===== src/rtl/fetch_ctrl_pkg.sv =====
// Shared types and constants for the IF-stage fetch controller.
package fetch_ctrl_pkg;

    typedef enum logic [2:0] {
        IDLE,
        REQ,
        WAIT,
        KILL,
        HOLD
    } fetch_state_e;

    localparam logic [31:0] PC_INC           = 32'd4;
    localparam logic [31:0] RESET_PC_DEFAULT = 32'h0000_0000;

    // Instruction addresses are word aligned; low two bits are dropped.
    function automatic logic [31:0] align_pc(input logic [31:0] pc);
        return pc & ~32'h0000_0003;
    endfunction

endpackage


===== src/rtl/fetch_ctrl_perf.sv =====
// Saturating stall / flush event counters for the fetch controller.
module fetch_ctrl_perf #(
    parameter int CNT_W = 32
) (
    input  logic             clk,
    input  logic             rst_n,
    input  logic             i_stall_inc,
    input  logic             i_flush_inc,
    output logic [CNT_W-1:0] o_cnt_stall,
    output logic [CNT_W-1:0] o_cnt_flush
);

    localparam logic [CNT_W-1:0] CNT_ONE = CNT_W'(1);

    logic [CNT_W-1:0] r_cnt_stall;
    logic [CNT_W-1:0] r_cnt_flush;

    always_ff @(posedge clk or negedge rst_n) begin
        if (!rst_n) begin
            r_cnt_stall <= '0;
            r_cnt_flush <= '0;
        end else begin
            if (i_stall_inc && (r_cnt_stall != '1))
                r_cnt_stall <= r_cnt_stall + CNT_ONE;
            if (i_flush_inc && (r_cnt_flush != '1))
                r_cnt_flush <= r_cnt_flush + CNT_ONE;
        end
    end

    assign o_cnt_stall = r_cnt_stall;
    assign o_cnt_flush = r_cnt_flush;

endmodule


===== src/rtl/fetch_ctrl.sv =====
// IF-stage fetch controller: single-outstanding IM requests, stall and redirect handling.
// Define FETCH_CTRL_PERF_EN to build the stall/flush performance counters.
module fetch_ctrl
    import fetch_ctrl_pkg::*;
#(
    parameter logic [31:0] RESET_PC = RESET_PC_DEFAULT,
    parameter int          CNT_W    = 32
) (
    input  logic             clk,
    input  logic             rst_n,
    output logic             im_req,
    output logic [31:0]      im_addr,
    input  logic             im_gnt,
    input  logic             im_rvalid,
    input  logic [31:0]      im_rdata,
    input  logic             dm_busy,
    input  logic             redirect,
    input  logic [31:0]      redirect_pc,
    output logic             if_valid,
    output logic [31:0]      if_pc,
    output logic [31:0]      if_inst,
    output logic [CNT_W-1:0] cnt_stall,
    output logic [CNT_W-1:0] cnt_flush
);

    fetch_state_e r_state;
    logic [31:0]  r_pc;
    logic [31:0]  r_pend_pc;
    logic [31:0]  r_hold_inst;
    logic         r_kill;
    logic         r_im_req;

    logic [31:0]  w_tgt;
    logic [31:0]  w_pc_inc;
    logic         w_if_valid;
    logic [31:0]  w_if_inst;

    assign w_tgt    = align_pc(redirect_pc);
    assign w_pc_inc = r_pc + PC_INC;

    always_ff @(posedge clk or negedge rst_n) begin
        if (!rst_n) begin
            r_state     <= IDLE;
            r_pc        <= RESET_PC;
            r_pend_pc   <= RESET_PC;
            r_hold_inst <= '0;
            r_kill      <= 1'b0;
            r_im_req    <= 1'b0;
        end else begin
            case (r_state)
                IDLE: begin
                    if (redirect)
                        r_pc <= w_tgt;
                    r_state  <= REQ;
                    r_im_req <= 1'b1;
                end
                REQ: begin
                    // im_addr stays put; a redirect only decides the fate of the response.
                    if (redirect)
                        r_pend_pc <= w_tgt;
                    if (im_gnt) begin
                        r_im_req <= 1'b0;
                        r_kill   <= 1'b0;
                        r_state  <= (r_kill || redirect) ? KILL : WAIT;
                    end else if (redirect) begin
                        r_kill <= 1'b1;
                    end
                end
                WAIT: begin
                    if (redirect) begin
                        if (im_rvalid) begin
                            r_pc     <= w_tgt;
                            r_state  <= REQ;
                            r_im_req <= 1'b1;
                        end else begin
                            r_pend_pc <= w_tgt;
                            r_state   <= KILL;
                        end
                    end else if (im_rvalid) begin
                        if (dm_busy) begin
                            r_hold_inst <= im_rdata;
                            r_state     <= HOLD;
                        end else begin
                            r_pc     <= w_pc_inc;
                            r_state  <= REQ;
                            r_im_req <= 1'b1;
                        end
                    end
                end
                KILL: begin
                    // A redirect landing with the killed response still wins.
                    if (im_rvalid) begin
                        r_pc     <= redirect ? w_tgt : r_pend_pc;
                        r_state  <= REQ;
                        r_im_req <= 1'b1;
                    end else if (redirect) begin
                        r_pend_pc <= w_tgt;
                    end
                end
                HOLD: begin
                    if (redirect) begin
                        r_pc     <= w_tgt;
                        r_state  <= REQ;
                        r_im_req <= 1'b1;
                    end else if (!dm_busy) begin
                        r_pc     <= w_pc_inc;
                        r_state  <= REQ;
                        r_im_req <= 1'b1;
                    end
                end
                default: begin
                    r_state  <= IDLE;
                    r_im_req <= 1'b0;
                end
            endcase
        end
    end

    always_comb begin
        w_if_valid = 1'b0;
        w_if_inst  = '0;
        case (r_state)
            WAIT: begin
                if (im_rvalid && !redirect) begin
                    w_if_valid = 1'b1;
                    w_if_inst  = im_rdata;
                end
            end
            HOLD: begin
                if (!redirect) begin
                    w_if_valid = 1'b1;
                    w_if_inst  = r_hold_inst;
                end
            end
            default: ;
        endcase
    end

    assign im_req   = r_im_req;
    assign im_addr  = r_pc;
    assign if_valid = w_if_valid;
    assign if_pc    = w_if_valid ? r_pc : '0;
    assign if_inst  = w_if_inst;

`ifdef FETCH_CTRL_PERF_EN
    logic w_stall_inc;
    logic w_flush_inc;

    assign w_stall_inc = ((r_state == HOLD) && dm_busy) || ((r_state == REQ) && !im_gnt);
    assign w_flush_inc = redirect;

    fetch_ctrl_perf #(
        .CNT_W(CNT_W)
    ) u_perf (
        .clk         (clk),
        .rst_n       (rst_n),
        .i_stall_inc (w_stall_inc),
        .i_flush_inc (w_flush_inc),
        .o_cnt_stall (cnt_stall),
        .o_cnt_flush (cnt_flush)
    );
`else
    assign cnt_stall = '0;
    assign cnt_flush = '0;
`endif

endmodule


===== config.mk =====
export PLATFORM = sky130hd
export DESIGN_NAME = fetch_ctrl
export DESIGN_NICKNAME = d
export VERILOG_FILES = /design/src/rtl/fetch_ctrl_pkg.sv /design/src/rtl/fetch_ctrl_perf.sv /design/src/rtl/fetch_ctrl.sv
export SDC_FILE = /design/constraint.sdc
export NUM_CORES = 1
export LEC_CHECK = 0
export BUFFER_PORTS_ARGS = -buffer_cell sky130_fd_sc_hd__buf_4
export CAP_MARGIN = 20
export CORE_UTILIZATION = 30
export DETAILED_ROUTE_END_ITERATION = 7
export GPL_TIMING_DRIVEN = 0
export MAX_ROUTING_LAYER = met4
export PLACE_DENSITY = 0.5
export SETUP_SLACK_MARGIN = 0.3
export SLEW_MARGIN = 0
export SYNTH_ARGS = -nofsm -noshare
export SYNTH_HDL_FRONTEND = slang
export SYNTH_SLANG_ARGS = --single-unit
export TNS_END_PERCENT = 20

===== constraint.sdc =====
create_clock -name clk -period 5.2 [get_ports clk]
set_input_delay 0.26 -clock clk [delete_from_list [all_inputs] [get_ports clk]]
set_output_delay 0.26 -clock clk [all_outputs]
set_load 0.01 [all_outputs]

==> impl_metrics.yaml, run 1 <==
critical_path:
  critPathTopFamily: "simple AND/OR/NAND/NOR gates"
  r2r_start: "r_state[1]"
  endpoint: "if_pc[25]"
  rrSetupSlack_ns: 2.83
  slowest_stage: "nor3_2"
  critical-path-max-stage-delay_ns: 0.51
  worstRegToRegCells: 7
  cp_num_cells: 7
  critPathRequiredTime_ns: 4.94
  cp-end-kind: "output port"
  regToRegEndpoint: "im_addr[14]"
  crit_arrival_ns: 2.75
  cp_max_fo: 10
  worst-path-buf-inv: 3
  worst-setup-path-type: "register to output port"
  crit_chain: "buf_2 > nand2b_1 > nor3_2 > nor2_1 > clkbuf_1 > nor2b_1 > buf_4"
  crit_path_start: "r_state[2]"
  start_kind: "register"
cells_and_area:
  area_growth_pct: 33.6
  stdcell_area_um2: 8520
  fill_cells: 2092
  n_antenna_cell: 0
  fin_nets: 947
  drive_above_1_share_pct: 39.4
  multiInputGateArea_um2: 3350
  postLayoutCoreUtil_pct: 41.4
  seqCellArea_um2: 2530
clock_tree:
  clk_latency_ns: 0.36
  cts_buffers: 9
  ctsResizeCount: 0
  clk_pin_slew_ns: 0.08
  cts_sinks: 101
  ctsLongestPathBuffers: 2
  cts_tree: "done"
  ctsRootBufferMaster: "clkbuf_16"
  cts_max_level: 3
timing:
  slew_headroom_pct: 32.1
  worst_pin_slew_ns: 1.01
  rsz0062_at_grt: "false"
  fin_skew_ns: 0.0129
  finalCriticalPeriod_ns: 3.01
  finalHoldViolCount: 0
  setup-tns-final_ns: 0
  max_freq_mhz: 332
  period_share_pct: 57.9
  setup-violations-final: 0
  slew_violations: 0
power:
  power_mw: 3.97
  leakage_nw: 4.02
  peakVddDrop_mv: 0.196
  p_per_area_nw_per_um2: 466
min_path:
  whs_path_depth: 2
  hold_class: "input pin to register"
routing:
  drt_iter0_drc: 397
  first_pass_iters: 5
  vias: 5650
  routed.top_layer: "met4"
  wl_met3_mm: 1.31
  drt-met1-wl_mm: 9.48
  antenna_left: 0
  totalWireLength_mm: 21.0
  wl_met2_mm: 10.0
  drc_errors: 0
  routed_via_density: 4.91
  wl_per_cell_um: 18.3
logic_synthesis:
  synth-seq-area-share_pct: 39.6
  avgSynthCellArea_um2: 10.0
  ys_warn_count: 0
  synth_top_family_by_area: "compound AO/OA/AOI/OAI gates"
  synth_cell_types: 69
  synth_ff_type: "dfrtp_1"
  yosys.area_share.simple_pct: 15.4
  synthTopCellsByArea: "dfrtp_1, mux2_2, buf_4, a22o_1, nor2b_1"
  yosysTopAreaCell: "dfrtp_1"
  synth-edff-count: 0
  synthArstFlopShare_pct: 100
  synth.top_cell.area_share_pct: 39.6
  synth-compound-area-share_pct: 19.3
  ys_ff_latch: 101
  synth-xor-area-share_pct: 2.34
  syn_area_um2: 6380
  synthAdderAreaFrac_pct: 0.196
  synthCells: 636
  synth_mux_area_share_pct: 11.6
placed_design:
  gp_congestion: 0.804
  place_area_um2: 8210
  dp_hpwl_mm: 15.4
  numPortBuffers: 164
floorplanning:
  die_area_um2: 21800
  die_width_um: 148
  core_area_um2: 20600
  start_util_pct: 31.0
  die_y_um: 148
  num_io_pins: 232
  rows: 52
global_routing:
  grt_max_degree: 54
  grt_overflow: 0
  grt_pass1_wl_mm: 31.5
  grt_use_total_pct: 19.8
  first_global_vias: 5291
  antenna_found_initial: 0
job:
  cap_violations: 0
outcome:
  status: "finished, final reports clean"
==> kinds of logic (layout without fill, tap and decap cells) <==
group	Yosys count	after routing
flops	101	101
simple gates	173	173
mux	66	66
xor+xnor	17	17
buf+inv	118	300
compound gates	159	159
fa+ha+maj	1	1
other cells	1	64
==> cells in the mapped netlist, drive strengths merged (7+ instances only) <==
library cell and number:
dfrtp 101, nor2 31, clkbuf 15, o211ai 13, and3 7, o21ai 30, xnor2 7, nor2b 32
buf 90, nor3 8, nand3 21, a32oi 10, nand2 33, xor2 10, mux2 62, nand2b 7
nand4 12, a22o 42, a22oi 11, inv 11, a21oi 8
==> layer usage <==
| metal | vias to the layer above | track usage, % |
|---|---|---|
| met5 | - | - |
| met4 | 0 | 4.23 |
| met3 | 16 | 4.17 |
| met2 | 204 | 31.0 |
| met1 | 2730 | 26.3 |
| li1 | 2700 | - |
==> cells in the final DEF (no fill, tap or decap), types with 10 or more instances in the layout <==
| cell | synthesis | layout |
|---|---|---|
| nand2_1 | 33 | 33 |
| nor2_1 | 30 | 30 |
| clkbuf_1 | 15 | 15 |
| o21ai_0 | 26 | 26 |
| xor2_1 | 10 | 10 |
| a22o_1 | 42 | 42 |
| conb_1 | 1 | 64 |
| buf_4 | 68 | 232 |
| a22oi_1 | 11 | 11 |
| o211ai_1 | 13 | 13 |
| dfrtp_1 | 101 | 101 |
| a32oi_1 | 10 | 10 |
| buf_2 | 21 | 21 |
| nand3_1 | 19 | 19 |
| nor2b_1 | 32 | 32 |
| mux2_2 | 60 | 60 |
| inv_1 | 11 | 11 |
| nand4_1 | 12 | 12 |
==> sequential cells by signal (all words and copies together) (netlist names) <==
signal	cells
im_req	1
r_pend_pc	32
r_state	3
r_kill	1
r_hold_inst	32
im_addr	32
==> worst min path at each step <==
stage               slack [ns]             from             to
floorplan                -0.04            rst_n     im_addr[0]
global placement          0.47     r_pend_pc[0]   r_pend_pc[0]
detailed placement        0.36            rst_n     im_addr[1]
CTS                       0.11  redirect_pc[11]  r_pend_pc[11]
global route              0.11  redirect_pc[11]  r_pend_pc[11]
finish                    0.12  redirect_pc[11]  r_pend_pc[11]
==> metrics by stage <==
step | setup WS [ns] | instances | hold slack, ns
CTS | 2.16 | 1151 | 0.108
detailed placement | 2.57 | 1134 | 0.356
floorplan | 3.36 | 699 | -0.0356
global route | 1.94 | 1151 | 0.112
global placement | 2.56 | 1133 | 0.473
finish | 2.19 | 1151 | 0.117
==> timing repair <==
item	4_1_cts	5_1_grt
endpoints found under the setup margin	0	0
hold endpoints to repair	48	0
hold buffers	1	0
buffers inserted	0	0
==> power breakdown <==
part | switching [mW] | leakage [nW] | internal (mW)
Clock | 0.357 | 0.145 | 0.343
Combinational | 0.935 | 2.63 | 0.859
Sequential | 0.327 | 1.24 | 1.14
==> cell type report <==
class,count,area share [%]
flip-flops and latches,101,29.7
clock inverters,7,0.881
well taps,270,3.97
inverters,13,0.573
multi-input cells,480,39.4
repair buffers,166,14.9
plain buffers,105,8.02
clock buffers,9,2.64
(Power assumes the default switching activity.)
==> inputs of run 2 (changes only) <==
--- a/config.mk
+++ b/config.mk
@@ -11,7 +11,7 @@
 export DETAILED_ROUTE_END_ITERATION = 7
 export GPL_TIMING_DRIVEN = 0
 export MAX_ROUTING_LAYER = met4
-export PLACE_DENSITY = 0.5
+export PLACE_DENSITY = 0.52
 export SETUP_SLACK_MARGIN = 0.3
 export SLEW_MARGIN = 0
 export SYNTH_ARGS = -nofsm -noshare
==> constraint.sdc (replaced) <==
create_clock -name clk -period 2.6 [get_ports clk]
set_input_delay 0.13 -clock clk [delete_from_list [all_inputs] [get_ports clk]]
set_output_delay 0.13 -clock clk [all_outputs]
set_load 0.01 [all_outputs]
==> run 2 against run 1 <==
Via count increased by 1.1%. Largest cell class unchanged. Critical path depth decreased by 1. Core utilization increased by 0.23 points. Non-clock buffer count increased by 2. Count of clock-buffer cells in the layout increased by 2. Highest routed layer unchanged. Register-to-register slack got worse by 2.5 ns. Die area unchanged. Routed wire length decreased by 1.8%. Sequential cell count unchanged.
==> impl_metrics.yaml, run 2 (synthesis results as in run 1) <==
critical_path:
  cp_max_fo: 7
  start_kind: "register"
  critPathRequiredTime_ns: 2.82
  worst-setup-path-type: "register to register"
  crit_chain: "ha_1 > nand4_1 > nor3_2 > and4_1 > nor3_1 > a221o_1"
  worst-path-buf-inv: 0
  crit_arrival_ns: 2.47
  cp-end-kind: "register"
  slowest_stage: "dfrtp_1"
  critPathTopFamily: "simple AND/OR/NAND/NOR gates"
  critical-path-max-stage-delay_ns: 0.48
clock_tree:
  clk_pin_slew_ns: 0.08
  ctsLongestPathBuffers: 2
  ctsRootBufferMaster: "clkbuf_16"
  cts_buffers: 9
  cts_sinks: 101
  clk_latency_ns: 0.36
  cts_max_level: 3
  cts_tree: "done"
routing:
  drt_iter0_drc: 335
  first_pass_iters: 5
  vias: 5711
  drc_errors: 0
  totalWireLength_mm: 20.7
  wl_per_cell_um: 17.9
  routed_via_density: 4.95
  antenna_left: 0
cells_and_area:
  n_antenna_cell: 0
  postLayoutCoreUtil_pct: 41.7
  final_cell_mix: "buf_4, dfrtp_1, conb_1, mux2_2, a22o_1"
  final_common_cell: "buf_4"
  fill_cells: 2060
  area_growth_pct: 34.3
  stdcell_area_um2: 8570
  fin_nets: 949
  layout.cells.non_filler: 1153
  drive_above_1_share_pct: 40.3
floorplanning:
  num_io_pins: 232
  die_y_um: 148
  die_width_um: 148
  core_area_um2: 20600
  rows: 52
  start_util_pct: 31.0
  die_area_um2: 21800
global_routing:
  first_global_vias: 5248
  grt_overflow: 0
  grt_max_degree: 55
  grt_use_total_pct: 19.2
  antenna_found_initial: 0
  grt_pass1_wl_mm: 30.9
timing:
  max_freq_mhz: 445
  finalHoldViolCount: 0
  slew_violations: 0
  fin_skew_ns: 0.0168
  slew_headroom_pct: 35.2
  layout_setup_ws_ns: 0.353
  worst_pin_slew_ns: 0.965
  setup-tns-final_ns: 0
  rsz0062_at_grt: "true"
  period_share_pct: 86.4
  finalCriticalPeriod_ns: 2.25
  setup-violations-final: 0
  holdWs_ns: 0.00967
power:
  power_mw: 7.89
  p_per_area_nw_per_um2: 921
  peakVddDrop_mv: 0.411
  leakage_nw: 4.05
placed_design:
  numPortBuffers: 164
  place_area_um2: 8210
  gp_congestion: 0.820
  dp_hpwl_mm: 15.1
  pre_cts_ws_ns: -0.0312
  placed_cells_incl_taps: 1134
min_path:
  hold_class: "input pin to register"
outcome:
  status: "finished, final reports clean"
job:
  cap_violations: 0
[run 2: worst register-to-register path: stages (launching register included)]
cell and delay, ns:
dfrtp_1 0.48, ha_1 0.31, nand4_1 0.21, nor3_2 0.45, and4_1 0.26, nor3_1 0.05, a221o_1 0.37
[run 2: routing by layer]
metal	GRT usage, %	vias up	wire length [um]
li1	-	2699	-
met1	26.2	2786	9330
met2	30.0	207	9870
met3	2.35	19	1190
met4	5.26	0	275
met5	-	-	0
[run 2: timing repair]
action	in CTS	in global routing
setup buffers	1	0
gates cloned	0	0
pin swaps	1	1
setup endpoints to repair	66	74
resized for setup	8	13
hold endpoints to repair	54	0
hold buffers	2	0
[run 2: path summary, 6_finish.rpt]
check	start	endpoint	slack, ns	cells past startpoint
hold reg to reg	r_pend_pc[0]	r_pend_pc[0]	0.49	1
min in group asynchronous	rst_n	r_pend_pc[10]	0.39	2
setup / recovery	im_addr[2]	im_addr[22]	0.35	6
max in group asynchronous	rst_n	r_hold_inst[9]	1.48	3
hold / removal	im_rdata[8]	r_hold_inst[8]	0.01	2
setup reg to reg	im_addr[2]	im_addr[22]	0.35	6
[run 2: cell type report]
class	count	area (um^2)	share of cell area (%)
clock inverters	5	58.8	0.687
inverters	13	48.8	0.570
flip-flops and latches	101	2530	29.5
repair buffers	168	1290	15.0
well taps	270	338	3.94
plain buffers	105	698	8.15
clock buffers	11	233	2.72
multi-input cells	480	3380	39.4
[run 2: power breakdown]
group | switching (mW) | internal (mW)
Sequential | 0.618 | 2.29
Combinational | 1.87 | 1.73
Clock | 0.633 | 0.751
==> inputs of run 3 (changes only) <==
--- a/config.mk
+++ b/config.mk
@@ -5,13 +5,13 @@
 export SDC_FILE = /design/constraint.sdc
 export NUM_CORES = 1
 export LEC_CHECK = 0
-export BUFFER_PORTS_ARGS = -buffer_cell sky130_fd_sc_hd__buf_4
 export CAP_MARGIN = 20
 export CORE_UTILIZATION = 30
 export DETAILED_ROUTE_END_ITERATION = 7
+export DONT_BUFFER_PORTS = 1
 export GPL_TIMING_DRIVEN = 0
 export MAX_ROUTING_LAYER = met4
-export PLACE_DENSITY = 0.52
+export PLACE_DENSITY = 0.42
 export SETUP_SLACK_MARGIN = 0.3
 export SLEW_MARGIN = 0
 export SYNTH_ARGS = -nofsm -noshare
==> run 3 against run 2 <==
The run now ends with negative hold slack left. Non-clock buffer count shrank 102. Core utilization shrank 2.9 points. Via count shrank 5.3%. Setup slack lost 0.056 ns. Critical path type unchanged. Final cell count shrank 8.8%. Sequential cell count is the same. Hold slack lost 0.54 ns. Final area shrank 7.0%. First-iteration DRC count grew 15%. Fmax shrank 2.4%. Sequential power grew 7%. Clock power is essentially flat.
==> impl_metrics.yaml, run 3 (synthesis results as in run 1) <==
routing:
  vias: 5408
  first_pass_iters: 7
  antenna_left: 0
  totalWireLength_mm: 21.9
  wl_per_cell_um: 20.8
  routed_via_density: 5.15
  drt_iter0_drc: 386
  drc_errors: 0
cells_and_area:
  layout.cells.non_filler: 1051
  n_antenna_cell: 0
  fin_nets: 847
  final_cell_mix: "dfrtp_1, buf_4, conb_1, dlygate4sd3_1, mux2_2"
  multiInputGateArea_um2: 3390
  final_common_cell: "dfrtp_1"
  drive_above_1_share_pct: 25.5
  seqCellArea_um2: 2530
  stdcell_area_um2: 7970
  fill_cells: 2058
  area_growth_pct: 25.0
  postLayoutCoreUtil_pct: 38.8
global_routing:
  first_global_vias: 5376
  grt_pass1_wl_mm: 33.3
  grt_max_degree: 102
  antenna_found_initial: 0
  grt_use_total_pct: 21.0
  grt_overflow: 0
job:
  cap_violations: 0
critical_path:
  rrSetupSlack_ns: 0.30
  critPathRequiredTime_ns: 2.84
  worst-setup-path-type: "register to register"
  cp_max_fo: 7
  cp-end-kind: "register"
  start_kind: "register"
  crit_arrival_ns: 2.55
power:
  p_sw_mw: 3.16
  peakVddDrop_mv: 0.380
  leakage_nw: 3.49
  clockPowerShare_pct: 18.7
  internal-power_mw: 4.39
  power_frac_comb_pct: 40.3
  switching_share_pct: 41.9
  power_mw: 7.55
  power_frac_seq_pct: 41.0
  p_per_area_nw_per_um2: 947
placed_design:
  dp_hpwl_mm: 15.2
  gp_congestion: 0.797
  numPortBuffers: 0
  placed_cells_incl_taps: 969
  place_area_um2: 6950
clock_tree:
  ctsRootBufferMaster: "clkbuf_16"
  cts_buffers: 9
  cts_tree: "done"
  hold_buffers: 64
  cts_max_level: 3
  clk_pin_slew_ns: 0.09
  cts_sinks: 101
  ctsLongestPathBuffers: 2
  clk_latency_ns: 0.36
floorplanning:
  num_io_pins: 232
  die_area_um2: 21800
  core_area_um2: 20600
  rows: 52
  die_width_um: 148
  start_util_pct: 31.0
  die_y_um: 148
timing:
  slew_headroom_pct: 33.0
  fin_skew_ns: 0.0115
  finalHoldViolCount: 101
  holdWs_ns: -0.534
  worst_pin_slew_ns: 0.998
  slew_violations: 0
  setup-tns-final_ns: 0
  period_share_pct: 88.6
  setup-violations-final: 0
  rsz0062_at_grt: "true"
  finalCriticalPeriod_ns: 2.30
  max_freq_mhz: 434
outcome:
  status: "finished, violations left"
  violations: "negative hold slack"
min_path:
  hold_class: "input pin to async pin"
## run 3: cell types whose count changed in the layout (fill, tap and decap cells not counted), sizes merged
| cell | delta |
|---|---|
| clkinv | +2 |
| clkbuf | -1 |
| dlygate4sd3 | +62 |
| inv | +3 |
| buf | -165 |
| clkinvlp | -2 |
| bufinv | -1 |
## run 3: what timing repair did
action | in CTS | in global routing
setup endpoints to repair | 72 | 100
setup buffers | 2 | 0
endpoints found under the hold margin | 180 | 101
pin swaps | 1 | 1
gates resized for setup | 11 | 13
## run 3: power groups by stage
| stage | Combinational [mW] | Sequential [mW] | Clock [mW] |
|---|---|---|---|
| finish | 3.04 | 3.10 | 1.41 |
| detailed placement | 2.92 | 3.12 | 0 |
| global placement | 2.87 | 3.10 | 0 |
| CTS | 3.03 | 3.09 | 1.47 |
| floorplan | 2.27 | 2.86 | 0 |
| global route | 3.33 | 3.20 | 1.52 |
## run 3: layer usage
layer  global-route usage, %  share of wire (%)  vias to the layer above
li1                        -                  -                     2507
met5                       -                  0                        -
met3                    4.41                6.8                       22
met1                    26.6                 43                     2639
met2                    34.1                 48                      240
met4                    5.52                1.7                        0
## run 3: per-stage QoR
step / hold slack, ns / worst slack [ns]
2_1_floorplan: -0.166 / 0.804
4_1_cts: -0.557 / 0.131
6_report: -0.534 / 0.297
3_3_place_gp: -0.158 / -0.0517
5_1_grt: -0.564 / 0.170
3_5_place_dp: -0.159 / -0.0795
## run 3: worst paths after layout
kind | end | cells past startpoint | start
worst min-delay path | r_hold_inst[15] | 0 | rst_n
max in group asynchronous | im_addr[30] | 0 | rst_n
worst max register to register | im_addr[22] | 6 | im_addr[2]
worst min register to register | r_pend_pc[0] | 1 | r_pend_pc[0]
worst max-delay path | im_addr[22] | 6 | im_addr[2]
min in group clk | im_addr[2] | 2 | redirect_pc[2]
## run 3: critical path, cell delays in order, from the launching register on
cell and delay [ns]:
dfrtp_1 0.53, ha_1 0.36, nand4_1 0.20, nor3_2 0.45, and4_1 0.26, nor3_1 0.05, a221o_1 0.32
## run 3: final cells by class
type                       count  area share (%)
inverter                      13           0.612
tap                          270            4.24
buffer                       105            8.73
clock inverter                 7            1.08
multi-input combinational    480            42.6
clock buffer                   9            2.83
sequential                   101            31.7
timing repair buffer          66            8.23
